$ cat src/rtl/mem_fifo_ctrl_pkg.sv
// Shared constants and the arbitration grant encoding for the memory-backed FIFO controller.
package mem_fifo_pkg;

    localparam int DW    = 5;
    localparam int AW    = 4;
    localparam int DEPTH = 16;

    // Which side of the single memory port was served most recently.
    typedef enum logic {
        GRANT_WR = 1'b0,
        GRANT_RD = 1'b1
    } grant_t;

endpackage : mem_fifo_pkg

$ cat src/rtl/mem_fifo_ctrl_wrap_ptr.sv
// Circular address pointer: advances by one when inc is high, wraps DEPTH-1 -> 0.
module wrap_ptr #(
    parameter int AW    = 4,
    parameter int DEPTH = 16
) (
    input  logic          Clk,
    input  logic          reset,
    input  logic          inc,
    output logic [AW-1:0] ptr
);

    logic [AW-1:0] ptr_q;
    logic [AW-1:0] ptr_d;

    // Next pointer value, wrapping explicitly so DEPTH need not be a power of two here.
    always_comb begin
        ptr_d = ptr_q;
        if (inc) begin
            if (ptr_q == AW'(DEPTH - 1)) begin
                ptr_d = '0;
            end else begin
                ptr_d = ptr_q + 1'b1;
            end
        end
    end

    // Pointer register.
    always_ff @(posedge Clk or posedge reset) begin
        if (reset) begin
            ptr_q <= '0;
        end else begin
            ptr_q <= ptr_d;
        end
    end

    assign ptr = ptr_q;

endmodule : wrap_ptr

$ cat src/rtl/mem_fifo_ctrl.sv
// FIFO controller wrapped around a single-port register-file memory with a
// combinational read port. One output holding register extends capacity to
// DEPTH+1 words. Pushes and head prefetches share the memory port through a
// two-state round-robin arbiter.
// Optional build macro MEM_FIFO_BYPASS_EN: when the whole FIFO is empty (or the
// head is being taken) an incoming word is loaded straight into the output
// register, skipping the memory and cutting push-to-valid latency to one cycle.
module mem_fifo_ctrl
    import mem_fifo_pkg::*;
#(
    parameter int DW    = mem_fifo_pkg::DW,
    parameter int AW    = mem_fifo_pkg::AW,
    parameter int DEPTH = mem_fifo_pkg::DEPTH
) (
    input  logic          Clk,
    input  logic          reset,
    input  logic          in_valid,
    output logic          in_ready,
    input  logic [DW-1:0] in_data,
    output logic          out_valid,
    input  logic          out_ready,
    output logic [DW-1:0] out_data,
    output logic [AW:0]   count,
    output logic          full,
    output logic          empty,
    output logic          mem_we,
    output logic [AW-1:0] mem_addr,
    output logic [DW-1:0] mem_wdata,
    input  logic [DW-1:0] mem_rdata
);

    logic [AW:0]   mem_cnt_q;
    logic [AW:0]   mem_cnt_d;
    logic          out_valid_q;
    logic          out_valid_d;
    logic [DW-1:0] out_data_q;
    logic [DW-1:0] out_data_d;
    grant_t        last_grant_q;
    grant_t        last_grant_d;

    logic [AW-1:0] wr_ptr;
    logic [AW-1:0] rd_ptr;

    logic wr_req;
    logic rd_req;
    logic grant_wr;
    logic grant_rd;
    logic bypass;
    logic mem_full;
    logic mem_empty;
    logic head_free;

    assign mem_full  = (mem_cnt_q == (AW + 1)'(DEPTH));
    assign mem_empty = (mem_cnt_q == '0);
    assign head_free = !out_valid_q || out_ready;

    assign wr_req = in_valid && !mem_full;
    assign rd_req = !mem_empty && head_free;

`ifdef MEM_FIFO_BYPASS_EN
    // Only possible with an empty memory, so it never competes with a prefetch.
    assign bypass = in_valid && mem_empty && head_free;
`else
    assign bypass = 1'b0;
`endif

    // Round-robin: a lone request wins; on contention the side not served last wins.
    always_comb begin
        grant_wr = 1'b0;
        grant_rd = 1'b0;
        if (!bypass) begin
            if (wr_req && rd_req) begin
                grant_wr = (last_grant_q == GRANT_RD);
                grant_rd = (last_grant_q == GRANT_WR);
            end else begin
                grant_wr = wr_req;
                grant_rd = rd_req;
            end
        end
    end

    // Memory port and upstream handshake; suppressed while reset is held so an
    // in-flight write is abandoned immediately.
    always_comb begin
        in_ready  = !reset && (grant_wr || bypass);
        mem_we    = !reset && grant_wr;
        mem_addr  = grant_wr ? wr_ptr : rd_ptr;
        mem_wdata = in_data;
    end

    // Next-state for occupancy, output holding register and arbiter history.
    always_comb begin
        mem_cnt_d    = mem_cnt_q;
        out_valid_d  = out_valid_q;
        out_data_d   = out_data_q;
        last_grant_d = last_grant_q;

        if (grant_wr) begin
            mem_cnt_d    = mem_cnt_q + 1'b1;
            last_grant_d = GRANT_WR;
        end else if (grant_rd) begin
            mem_cnt_d    = mem_cnt_q - 1'b1;
            last_grant_d = GRANT_RD;
        end

        if (grant_rd) begin
            out_valid_d = 1'b1;
            out_data_d  = mem_rdata;
        end else if (bypass) begin
            out_valid_d = 1'b1;
            out_data_d  = in_data;
        end else if (out_valid_q && out_ready) begin
            out_valid_d = 1'b0;
        end
    end

    // State registers, including the two-state arbiter FSM.
    always_ff @(posedge Clk or posedge reset) begin
        if (reset) begin
            mem_cnt_q    <= '0;
            out_valid_q  <= 1'b0;
            out_data_q   <= '0;
            last_grant_q <= GRANT_RD;
        end else begin
            mem_cnt_q    <= mem_cnt_d;
            out_valid_q  <= out_valid_d;
            out_data_q   <= out_data_d;
            last_grant_q <= last_grant_d;
        end
    end

    wrap_ptr #(
        .AW    (AW),
        .DEPTH (DEPTH)
    ) u_wr_ptr (
        .Clk   (Clk),
        .reset (reset),
        .inc   (grant_wr),
        .ptr   (wr_ptr)
    );

    wrap_ptr #(
        .AW    (AW),
        .DEPTH (DEPTH)
    ) u_rd_ptr (
        .Clk   (Clk),
        .reset (reset),
        .inc   (grant_rd),
        .ptr   (rd_ptr)
    );

    assign out_valid = out_valid_q;
    assign out_data  = out_data_q;
    assign count     = mem_cnt_q + {{AW{1'b0}}, out_valid_q};
    assign full      = mem_full;
    assign empty     = !out_valid_q && mem_empty;

endmodule : mem_fifo_ctrl
$ cat config.mk
export PLATFORM = sky130hd
export DESIGN_NAME = mem_fifo_ctrl
export DESIGN_NICKNAME = d
export VERILOG_FILES = /design/src/rtl/mem_fifo_ctrl_pkg.sv /design/src/rtl/mem_fifo_ctrl_wrap_ptr.sv /design/src/rtl/mem_fifo_ctrl.sv
export SDC_FILE = /design/constraint.sdc
export NUM_CORES = 1
export LEC_CHECK = 0
export BUFFER_PORTS_ARGS = -buffer_cell sky130_fd_sc_hd__buf_2
export CORE_UTILIZATION = 54
export DETAILED_ROUTE_END_ITERATION = 8
export GPL_TIMING_DRIVEN = 0
export PLACE_DENSITY = 0.94
export SKIP_CTS_REPAIR_TIMING = 1
export SLEW_MARGIN = 20
export SYNTH_ARGS = -nofsm -noshare
export SYNTH_HDL_FRONTEND = slang
export SYNTH_SLANG_ARGS = --single-unit
export TNS_END_PERCENT = 20
$ cat constraint.sdc
create_clock -name Clk -period 3.8 [get_ports Clk]
set_input_delay 0 -clock Clk [delete_from_list [all_inputs] [get_ports Clk]]
set_output_delay 0 -clock Clk [all_outputs]
set_load 0.02 [all_outputs]
# ---- Word-level counts from Yosys, hierarchy flattened
# Index checks and enable logic that the tools add are counted.
dict set report totals {
  ff_bits 20
  out_inout_bits 24
  word_cells 40
}
dict set report op_classes {
  add_sub_neg 5
  eq_ne 3
  mux 11
  bitwise 1
  n_reduce_logical 14
}
# operator n
set ops {}
lappend ops {{two-way mux 4 bit} 3}
lappend ops {{two-way mux 5 bit} 2}
lappend ops {{adder 4 x 1 -> 4 bit, second input constant} 2}
lappend ops {{== test 4 bit, second input constant} 2}
lappend ops {{logical AND 1 bit} 6}
lappend ops {{two-way mux 1 bit} 6}
lappend ops {{adder 5 x 1 -> 5 bit} 1}
lappend ops {{adder 5 x 1 -> 5 bit, second input constant} 1}
lappend ops {{== test 5 bit, second input constant} 1}
lappend ops {{logical NOT 5 bit} 1}
lappend ops {{subtractor 5 x 1 -> 5 bit, second input constant} 1}
lappend ops {{logical NOT 1 bit} 4}
lappend ops {{nonzero test 2 bit} 2}
lappend ops {{logical OR 1 bit} 1}
lappend ops {{inverter 1 bit} 1}

# ---- Longest topological paths before layout
dict set report depth {
  depth_word 7
  mapped_depth 11
  mapped_depth_nobuf 9
}

# ---- Cells and area by module
# From an unflattened synthesis, not the netlist that was laid out.
dict set report hier_totals {
  cells_unflattened 123
  area_unflattened_um2 1281.2
}
# module instances cells_each area_per_inst_um2
set by_module_without_submodules {}
lappend by_module_without_submodules {mem_fifo_ctrl 1 91 898.4}
lappend by_module_without_submodules {wrap_ptr 2 16 191.4}

# ---- Worst setup path before layout
# No wires, ideal clock.
dict set report synth_timing {
  kind {reg2reg}
  from {reg mem_cnt_q[1]}
  to {reg mem_cnt_q[4]}
  setup_time_ns 0.129
  t_arrival_ns 2.306
  slack_ns 1.365
  stages_incl_launch_ff 12
  n_path_buf 2
  cell_sequence {dfrtp_1 -> buf_6 -> nor4_2 -> a21oi_1 -> o31a_1 -> buf_2 -> xnor2_1 -> ha_1 -> or3_1 -> a21oi_1 -> o22ai_1 -> xnor2_1}
}
dict set report synth_via {
  elab_chain_len 6
  word_cells_on_any_way 14
  classes_between {add/sub: 2; eq/ne: 1; mux: 4; reduce/logical: 7}
}
# element line_no
set synth_rtl {}
lappend synth_rtl {{start: declaration} mem_fifo_ctrl.sv:32} ;# logic [AW:0] mem_cnt_q;
lappend synth_rtl {{start signal: assignment} mem_fifo_ctrl.sv:125} ;# mem_cnt_q <= mem_cnt_d;
lappend synth_rtl {{parallel branches: the longest is 6 deep, another holds subtractor 5 x 1 -> 5 bit} -}
# Parallel ways; which one is timed is not known. The select of a mux whose other input is x is not followed.
# A chain may end at the register's enable or synchronous reset.

# ---- Final worst setup path
# Ends and elaborated chain as after synthesis.

==> key figures <==
Logic synthesis
  – Mapped cell area: 0.00123 sq mm
  – Largest family of logic cells by synthesized area: multiplexers
  – Synth warn: 0
  – Post-synthesis mux area share: approximately 14%
  – Post-Synthesis Cells: 106
  – Post-synth EDFFs: 0
  – Net Count, Synth: 126
  – Post-Synth Adder-Cell Area: 6.12%
  – Simple-gate share of the synthesized area: 10.1%
  – Sequential share of the synthesized area: 40.9%
  – Register bit total from synthesis: 20
  – Synth Area in Compound Gates: 14.0%
  – Mean Syn Cell Area: ~12 sq um
  – XOR/XNOR Fraction of Synth Area: 7.14%
  – Prevailing post-synth register cell: dfrtp_1
  – Async set-reset flop share out of synthesis: 100%
  – Distinct cells, synth: 39

Critical path
  – CP max-delay cell: nor4_2
  – CP Class: register to register
  – Worst path bufs/invs: 2
  – CP arrival: roughly 3000 ps
  – CP Capture Type: register
  – FF-to-FF setup slack: 1010 ps
  – CP Depth: 11
  – Register-to-Register Path Depth: 11
  – Worst Path Required: 3990 ps
  – Max incr delay on CP: 440 ps
  – Startpoint Class: register
  – Largest delay share family, worst path: simple AND/OR/NAND/NOR gates
  – CP cell instances: buf_6 > nor4_2 > a21oi_1 > o31a_1 > buf_2 > xnor2_1 > ha_1 > or3_1 > a21oi_1 > o22ai_1 > xnor2_1
  – Max FO, Critical Path: 10

Run
  – Max-capacitance violation count: 0

Clocking
  – Later-pin clock latency in the skew report: roughly 300 ps
  – Clock-pin slew on the worst setup and hold paths: 110 ps
  – Clock sinks: 20
  – CTS tree: yes
  – Clk Tree Root Cell: clkbuf_4
  – Clock tree buffer depth: 2
  – H-tree depth: 1
  – Number of CTS-inserted buffers: 3

Finish
  – N_diodes: 0
  – Design Area, Final: 0.00152 sq mm
  – Share of layout cells above drive strength 1: between 40% and 50%
  – Final core occ: 74.3%
  – Synth-to-Final Area Change: 23.6%
  – Net count, final: 169

Global routing
  – Tot GR Track Use: 21.6%
  – First-pass GRT wire length: approximately 4 mm
  – Largest net degree at the start of global routing: 21
  – Vias in the first global route: 886
  – Antenna violations before repair: 0
  – Total grt overflow: 0

Floorplanning
  – Die Area: 0.00247 sq mm
  – Starting Density: 60.1%
  – Site row count: 16
  – Die height: 49.7 um
  – Placeable Area: 0.00204 sq mm
  – IO Pins: 38
  – Die X: a little under 50 um

Routing
  – # DRC: 0
  – Routed vias/inst: 5.57
  – Final ANT Viol Nets: 0
  – Routed vias: 974
  – Routed wire length: 2.55 mm
  – Avg WL per Cell: 14.6 um
  – DRT iter0 DRCs: 18
  – Drt first pass iters: 4

Timing
  – Final period util: between 70% and 80%
  – Hold Slack: between 80 and 90 ps
  – Tmin final: between 2000 and 3000 ps
  – Slew Limit Fails: 0
  – Hold Vio Cnt, Final: 0
  – Slew @ Worst Pin: between 700 and 800 ps
  – Setup-failing EPs final: 0
  – Clk_skew: a little under 0.8 ps
  – Fmax: around 360 MHz
  – RSZ-0062 raised after global routing: no
  – TNS Setup: 0 ps
  – Relative slew slack: 50.0%

Hold path
  – Hold path cells: 4
  – HP Class: primary input to register

Power
  – Tot Pwr: 1.47 mW
  – Worst vdd rail ir drop: slightly below 0.0007 V
  – Pwr/cell area: 966 mW/mm^2
  – Leak Pwr: around 0.7 nW

Placement
  – Final Wtd Congestion: between 0.8 and 0.9
  – HPWL Detailed: slightly below 2 mm
  – Number of port buffers: 32
  – Placed cell area: 0.00142 sq mm

Status
  – Status: completed
where the power goes:
part           internal, mW  total [mW]  switching, mW
clock network        0.0585       0.122         0.0638
logic                 0.419       0.884          0.465
registers             0.329       0.459          0.131
logic make-up after synthesis:
family                   after synthesis
AO/OA/AOI/OAI                         21
adder cells (fa/ha/maj)                6
multiplexers                          14
buffers and inverters                 14
flip-flops                            20
XOR/XNOR                              10
AND/OR/NAND/NOR                       21
flip-flops by register name, summed over array words and instances, names as in the netlist:
name and cells:
last_grant_q 1, mem_cnt_q 5, out_data 5, out_valid 1, u_rd_ptr.ptr 4, u_wr_ptr.ptr 4
routing by layer:
metal | share of wire [%] | vias to the layer above | track usage (%)
met5 | 0 | - | 0
met4 | 1.6 | 0 | 11.0
met3 | 4.9 | 5 | 3.09
met2 | 51 | 37 | 38.7
met1 | 42 | 469 | 24.6
li1 | - | 463 | -
worst paths after layout:
kind                                   start               to
min in group asynchronous              reset  u_rd_ptr.ptr[2]
max in group asynchronous              reset  u_wr_ptr.ptr[0]
worst max-delay path            mem_cnt_q[1]     mem_cnt_q[4]
worst max register to register  mem_cnt_q[1]     mem_cnt_q[4]
worst min-delay path               out_ready     mem_cnt_q[3]
worst min register to register   out_data[3]      out_data[3]
synthesized netlist by cell type, types with 2 or more instances:
master    n  share of area (%)
a21oi_1   3                1.2
a31oi_1   2                1.0
buf_2     2               0.82
buf_4     6                3.7
buf_6     2                1.8
dfrtp_1  19                 39
ha_1      6                6.1
inv_1     4                1.2
mux2_2    8                7.3
mux2_4    5                6.1
nand2_1   4                1.2
nand3_1   3                1.2
nor2_1    3               0.92
o21ai_0   5                2.0
or2_2     2                1.0
xnor2_1   8                5.7
xor2_1    2                1.4
area by class of cell:
type,count,area (sq um)
buffer,10,77.6
clock buffer,4,36.3
fill,152,524
inverter,4,15.0
multi-input combinational,72,633
sequential,20,502
tap,27,33.8
timing repair buffer,38,220
through the flow:
| step | cells | setup slack [ps] |
|---|---|---|
| 2_1_floorplan | 106 | 1370 |
| 3_3_place_gp | 165 | 1210 |
| 3_5_place_dp | 165 | 1100 |
| 4_1_cts | 169 | 1040 |
| 5_1_grt | 175 | 851 |
| 6_report | 175 | 1010 |
worst reg2reg max path: stages (launching register included):
cell and delay [ps]:
dfrtp_1 420, buf_6 150, nor4_2 440, a21oi_1 180, o31a_1 180, buf_2 210
xnor2_1 140, ha_1 230, or3_1 330, a21oi_1 150, o22ai_1 110, xnor2_1 140
cells in the final DEF, fill, tap and decap left out, types with 2 or more instances in the layout:
cell / instances
a21oi_1: 3
a31oi_1: 2
buf_2: 34
buf_4: 6
buf_6: 2
clkbuf_4: 3
dfrtp_1: 19
dlygate4sd3_1: 6
ha_1: 6
inv_1: 4
mux2_2: 8
mux2_4: 5
nand2_1: 4
nand3_1: 3
nor2_1: 3
o21ai_0: 5
or2_2: 2
xnor2_1: 8
xor2_1: 2
Note: power is estimated with default switching activity, not from simulation.
